==> src/rtl/regfile_pkg.sv <==
// Shared types and defaults for the multi-port register file.
package regfile_pkg;

  localparam int unsigned REG_WIDTH = 32;
  localparam int unsigned REG_DEPTH = 32;
  localparam int unsigned REG_AW    = $clog2(REG_DEPTH);

  typedef logic [REG_AW-1:0]    regaddr_t;
  typedef logic [REG_WIDTH-1:0] regdata_t;

  localparam regaddr_t REG_ZERO = '0;

endpackage

==> src/rtl/regfile_scoreboard.sv <==
// Pending-write scoreboard: one busy bit per register, set wins over clear.
module regfile_scoreboard #(
  parameter int unsigned DEPTH  = 32,
  parameter int unsigned NWRITE = 1,
  localparam int unsigned AW    = $clog2(DEPTH)
) (
  input  logic                         CLK,
  input  logic                         RST,
  input  logic                         set,
  input  logic [AW-1:0]                set_sel,
  input  logic [NWRITE-1:0]            clr,
  input  logic [NWRITE-1:0][AW-1:0]    clr_sel,
  output logic [DEPTH-1:0]             busy_vec
);

  logic [DEPTH-1:0] busy_nxt;

  // Apply completing writes first, then a new claim so a fresh producer sticks.
  always_comb begin
    busy_nxt = busy_vec;
    for (int unsigned i = 0; i < NWRITE; i++) begin
      if (clr[i]) busy_nxt[clr_sel[i]] = 1'b0;
    end
    if (set) busy_nxt[set_sel] = 1'b1;
  end

  // Busy bit register with synchronous reset.
  always_ff @(posedge CLK) begin
    if (RST) busy_vec <= '0;
    else     busy_vec <= busy_nxt;
  end

endmodule

==> src/rtl/register_file_mp.sv <==
// Multi-port register file with optional write->read bypass and busy scoreboard.
module register_file_mp
  import regfile_pkg::*;
#(
  parameter int unsigned WIDTH    = REG_WIDTH,
  parameter int unsigned DEPTH    = REG_DEPTH,
  parameter int unsigned NREAD    = 2,
  parameter int unsigned NWRITE   = 1,
  parameter int unsigned BYPASS   = 1,
  parameter int unsigned ZERO_REG = 1,
  localparam int unsigned AW      = $clog2(DEPTH)
) (
  input  logic                           CLK,
  input  logic                           RST,
  input  logic [NREAD-1:0][AW-1:0]       rsel,
  output logic [NREAD-1:0][WIDTH-1:0]    rdat,
  output logic [NREAD-1:0]               rbusy,
  input  logic [NWRITE-1:0]              wen,
  input  logic [NWRITE-1:0][AW-1:0]      wsel,
  input  logic [NWRITE-1:0][WIDTH-1:0]   wdat,
  input  logic                           claim,
  input  logic [AW-1:0]                  csel,
  output logic [DEPTH-1:0]               busy_vec
);

  logic [WIDTH-1:0]  regs [DEPTH];
  logic [NWRITE-1:0] wr_ok;
  logic              claim_ok;

  // Drop writes and claims aimed at a hard-wired zero register.
  always_comb begin
    wr_ok = '0;
    for (int unsigned i = 0; i < NWRITE; i++) begin
      wr_ok[i] = wen[i] && !((ZERO_REG != 0) && (wsel[i] == AW'(REG_ZERO)));
    end
    claim_ok = claim && !((ZERO_REG != 0) && (csel == AW'(REG_ZERO)));
  end

  // Storage; later ports overwrite earlier ones so the highest index wins.
  always_ff @(posedge CLK) begin
    if (RST) begin
      for (int unsigned k = 0; k < DEPTH; k++) regs[k] <= '0;
    end else begin
      for (int unsigned i = 0; i < NWRITE; i++) begin
        if (wr_ok[i]) regs[wsel[i]] <= wdat[i];
      end
    end
  end

  regfile_scoreboard #(
    .DEPTH  (DEPTH),
    .NWRITE (NWRITE)
  ) u_scoreboard (
    .CLK      (CLK),
    .RST      (RST),
    .set      (claim_ok),
    .set_sel  (csel),
    .clr      (wr_ok),
    .clr_sel  (wsel),
    .busy_vec (busy_vec)
  );

  // Read mux: stored value, optionally overridden by the winning same-cycle write.
  always_comb begin
    logic hit;
    hit   = 1'b0;
    rdat  = '0;
    rbusy = '0;
    for (int unsigned j = 0; j < NREAD; j++) begin
      hit      = 1'b0;
      rdat[j]  = regs[rsel[j]];
      rbusy[j] = busy_vec[rsel[j]];
      if ((BYPASS != 0) && !RST) begin
        for (int unsigned i = 0; i < NWRITE; i++) begin
          if (wr_ok[i] && (wsel[i] == rsel[j])) begin
            rdat[j] = wdat[i];
            hit     = 1'b1;
          end
        end
        if (hit) rbusy[j] = claim_ok && (csel == rsel[j]);
      end
      if ((ZERO_REG != 0) && (rsel[j] == AW'(REG_ZERO))) begin
        rdat[j]  = '0;
        rbusy[j] = 1'b0;
      end
    end
  end

endmodule

==> config.mk <==
export PLATFORM = sky130hd
export DESIGN_NAME = register_file_mp
export DESIGN_NICKNAME = d
export VERILOG_FILES = /design/src/rtl/regfile_pkg.sv /design/src/rtl/regfile_scoreboard.sv /design/src/rtl/register_file_mp.sv
export SDC_FILE = /design/constraint.sdc
export NUM_CORES = 2
export LEC_CHECK = 0
export CORE_MARGIN = 4
export CORE_UTILIZATION = 40
export DETAILED_ROUTE_END_ITERATION = 16
export DONT_BUFFER_PORTS = 1
export GPL_TIMING_DRIVEN = 0
export PLACE_DENSITY = 0.61
export SYNTH_ARGS = -nofsm -noshare
export SYNTH_HDL_FRONTEND = slang
export SYNTH_SLANG_ARGS = --single-unit
==> constraint.sdc <==
create_clock -name CLK -period 4.2 [get_ports CLK]
set_input_delay 0.84 -clock CLK [delete_from_list [all_inputs] [get_ports CLK]]
set_output_delay 0.84 -clock CLK [all_outputs]
set_load 0.03 [all_outputs]
==> results.sh <==
export IMPL_netlist_area_um2=58500
export IMPL_cts_root_buf="clkbuf_16"
export IMPL_gp_congestion=1.01
export IMPL_final_area_um2=66400
export IMPL_io_buffers=0
export IMPL_grt_pass1_vias=40200
export IMPL_worstSetupEndpointType="output pin"
export IMPL_dieArea_um2=152000
export IMPL_grt_usage=0.281
export IMPL_fill_cells=13000
export IMPL_hpwl_um=169000
export IMPL_htree_levels=3
export IMPL_clk_pin_slew_ps=70
export IMPL_synth_top_cell_by_area="edfxtp_1"
export IMPL_pre_cts_slack_ps=-1210
export IMPL_finClkSkew_ps=0
export IMPL_ir_drop_v=0.000315
export IMPL_grt_max_degree=34
export IMPL_clk_latency_ps=720
export IMPL_grt_pass1_wl_um=300000
export IMPL_num_vias=41100
export IMPL_wl_per_cell_um=32.7
export IMPL_yosysSeqAreaShare=0.536
export IMPL_hold_path_class="in -> reg"
export IMPL_dr_pass1_iters=6
export IMPL_period_needed_ps=4360
export IMPL_hold_viol_final=0
export IMPL_ios=154
export IMPL_finalWirelength_um=220000
export IMPL_synth_most_common_cell="edfxtp_1"
export IMPL_synthTopCellsByCount="1,024 x edfxtp_1, 995 x and2_1, 364 x mux2i_1, 308 x clkbuf_1, 290 x mux4_2"
export IMPL_finalPower_mw=26.2
export IMPL_synth_cells=4546
export IMPL_grt_setup_unrepaired="yes"
export IMPL_timing_max_cap_violations=0
export IMPL_cts_sinks=1056
export IMPL_post_route_cells_drive_above_1_share=0.198
export IMPL_ant_nets=0
export IMPL_finalMaxSlewViolations=0
export IMPL_ys_warnings_count=0
export IMPL_fin_util=0.456
export IMPL_cts_buffer_depth=3
export IMPL_synth_ff_type="edfxtp_1"
export IMPL_violations="setup timing"
export IMPL_die_width_um=391
export IMPL_antenna_found_initial=6
export IMPL_drt_iter0_drc=5453
export IMPL_post_route_period_util=1.04
export IMPL_yosysUniqueCellTypes=50
export IMPL_gr_total_overflow=0
export IMPL_setup_violations=12
export IMPL_worst_setup_path_start_kind="input port"
export IMPL_crit_type="in -> out"
export IMPL_fp_coreArea_um2=146000
export IMPL_cp_cell_sequence="buf_4 > buf_2 > nand2b_4 > clkbuf_4 > o221ai_1 > a31oi_1 > o21ai_1 > o21ai_2"
export IMPL_cts_setup_buffers=0
export IMPL_rows=140
export IMPL_synth_async_reset_ratio=0
export IMPL_hold_buffers=0
export IMPL_worst_pin_slew_ps=1060
export IMPL_area_growth_syn_to_layout_pct=13.4
export IMPL_place_area_um2=61800
export IMPL_setup_ws_ps=-162
export IMPL_synth_edf_count=1024
export IMPL_worstPathMaxFanout=11
export IMPL_nNetsFinal=4769
export IMPL_whs_ps=294
export IMPL_cts_tree="built"
export IMPL_p_leak_nw=23.2
export IMPL_yosys_area_top_type_share=0.525
export IMPL_cp_required_ps=3360
export IMPL_drc=0
export IMPL_syn_avg_cell_area_um2=12.9
export IMPL_power_density_nw_per_um2=395
export IMPL_synth_area_leaders="edfxtp_1 53%, mux4_2 11%, and2_1 11%"
export IMPL_outcome="finished with violations"
export IMPL_numCtsBuffers=106
export IMPL_via_per_inst=6.12
export IMPL_critical_path_max_stage_delay_ps=450
export IMPL_start_util=0.402
export IMPL_synth_seq_cells=1056
export IMPL_die_h_um=391
export IMPL_max_freq_ghz=0.229
export IMPL_crit_arrival_ps=3520
export IMPL_maxSlewHeadroom=0.294
export IMPL_slowest_stage="buf_2"
sequential cells by signal (all words and copies together) (netlist names):
| name | cells |
|---|---|
| regs | 1024 |
| u_scoreboard.busy_vec | 32 |
path summary, 6_finish.rpt:
kind	from	slack (ps)	to	cells past startpoint
setup / recovery	rsel[1]	-160	rdat[26]	8
hold reg to reg	u_scoreboard.busy_vec[24]$_SDFF_PP0_	650	u_scoreboard.busy_vec[24]$_SDFF_PP0_	2
setup reg to reg	u_scoreboard.busy_vec[9]$_SDFF_PP0_	3090	u_scoreboard.busy_vec[9]$_SDFF_PP0_	2
hold / removal	wdat[12]	290	regs[3][12]$_SDFFCE_PN0P_	1
layer usage:
metal,GRT usage,part of all wire,wire length [µm],up-vias
li1,-,-,-,17400
met1,0.359,0.37,81900,20900
met2,0.452,0.46,102000,2412
met3,0.0736,0.12,25400,488
met4,0.121,0.049,10700,4
met5,0,0.00012,26,-
repair_timing:
item | 4_1_cts | 5_1_grt
setup endpoints to repair | 66 | 61
resized for setup | 197 | 112
pin swaps | 23 | 32
critical path: cells and delay by family:
family          cells  cell delay, ps
simple gates        1             360
compound gates      4            1180
buf+inv             3            1070
area by class of cell:
cell class | instances | area, µm² | share of cell area
flip-flops and latches | 1056 | 31400 | 0.473
multi-input cells | 3026 | 25800 | 0.389
clock buffers | 123 | 2800 | 0.0422
plain buffers | 466 | 2540 | 0.0382
well taps | 1917 | 2400 | 0.0361
clock inverters | 73 | 716 | 0.0108
repair buffers | 28 | 561 | 0.00845
inverters | 29 | 109 | 0.00164
diodes | 6 | 15.0 | 0.000226
power by group:
group	internal (mW)	total (mW)	switching, mW
Sequential	12.1	12.4	0.298
Combinational	1.36	3.98	2.62
Clock	5.57	9.83	4.27
per-stage QoR:
stage	setup TNS [ps]	instances
2_1_floorplan	0	4577
3_3_place_gp	-772350	6494
3_5_place_dp	-44910	6522
4_1_cts	-115	6718
5_1_grt	-65.4	6719
6_report	-509	6724
placed cells by master (no fill, tap or decap), types with 7 or more instances in the layout:
cell type     n
a21o_2       10
a21oi_1     117
a22oi_1     211
a22oi_2      28
and2_1      995
buf_1        14
buf_12       32
buf_2        43
buf_4        42
buf_6        39
buf_8         9
bufinv_16    13
clkbuf_1    265
clkbuf_16   110
clkbuf_2     50
clkbuf_4     12
clkinv_1     24
clkinv_2     27
conb_1       32
dfxtp_1      32
edfxtp_1   1024
inv_1        27
mux2_2      128
mux2i_1     364
mux4_2      290
nand2_1     164
nand2b_2      7
nand3_1     123
nor2_1      173
nor2b_1       7
nor3_1       11
o211ai_1     58
o21ai_0      29
o21ai_2      22
o21ai_4      44
o21bai_4     15
o22ai_1     119
xnor2_1      10
xor2_1       10
kinds of logic (layout without fill, tap and decap cells):
family / Yosys count / in the layout / synth area share
DFF: 1056 / 1056 / 0.536
other: 1 / 38 / 0.0000641
buffers and inverters: 495 / 719 / 0.0402
xor gates and xnor gates: 20 / 20 / 0.00299
muxes: 782 / 782 / 0.198
AOI/OAI and AO/OA: 687 / 687 / 0.0776
and+or+nand+nor: 1505 / 1505 / 0.144
Note: power is estimated with default switching activity, not from simulation.
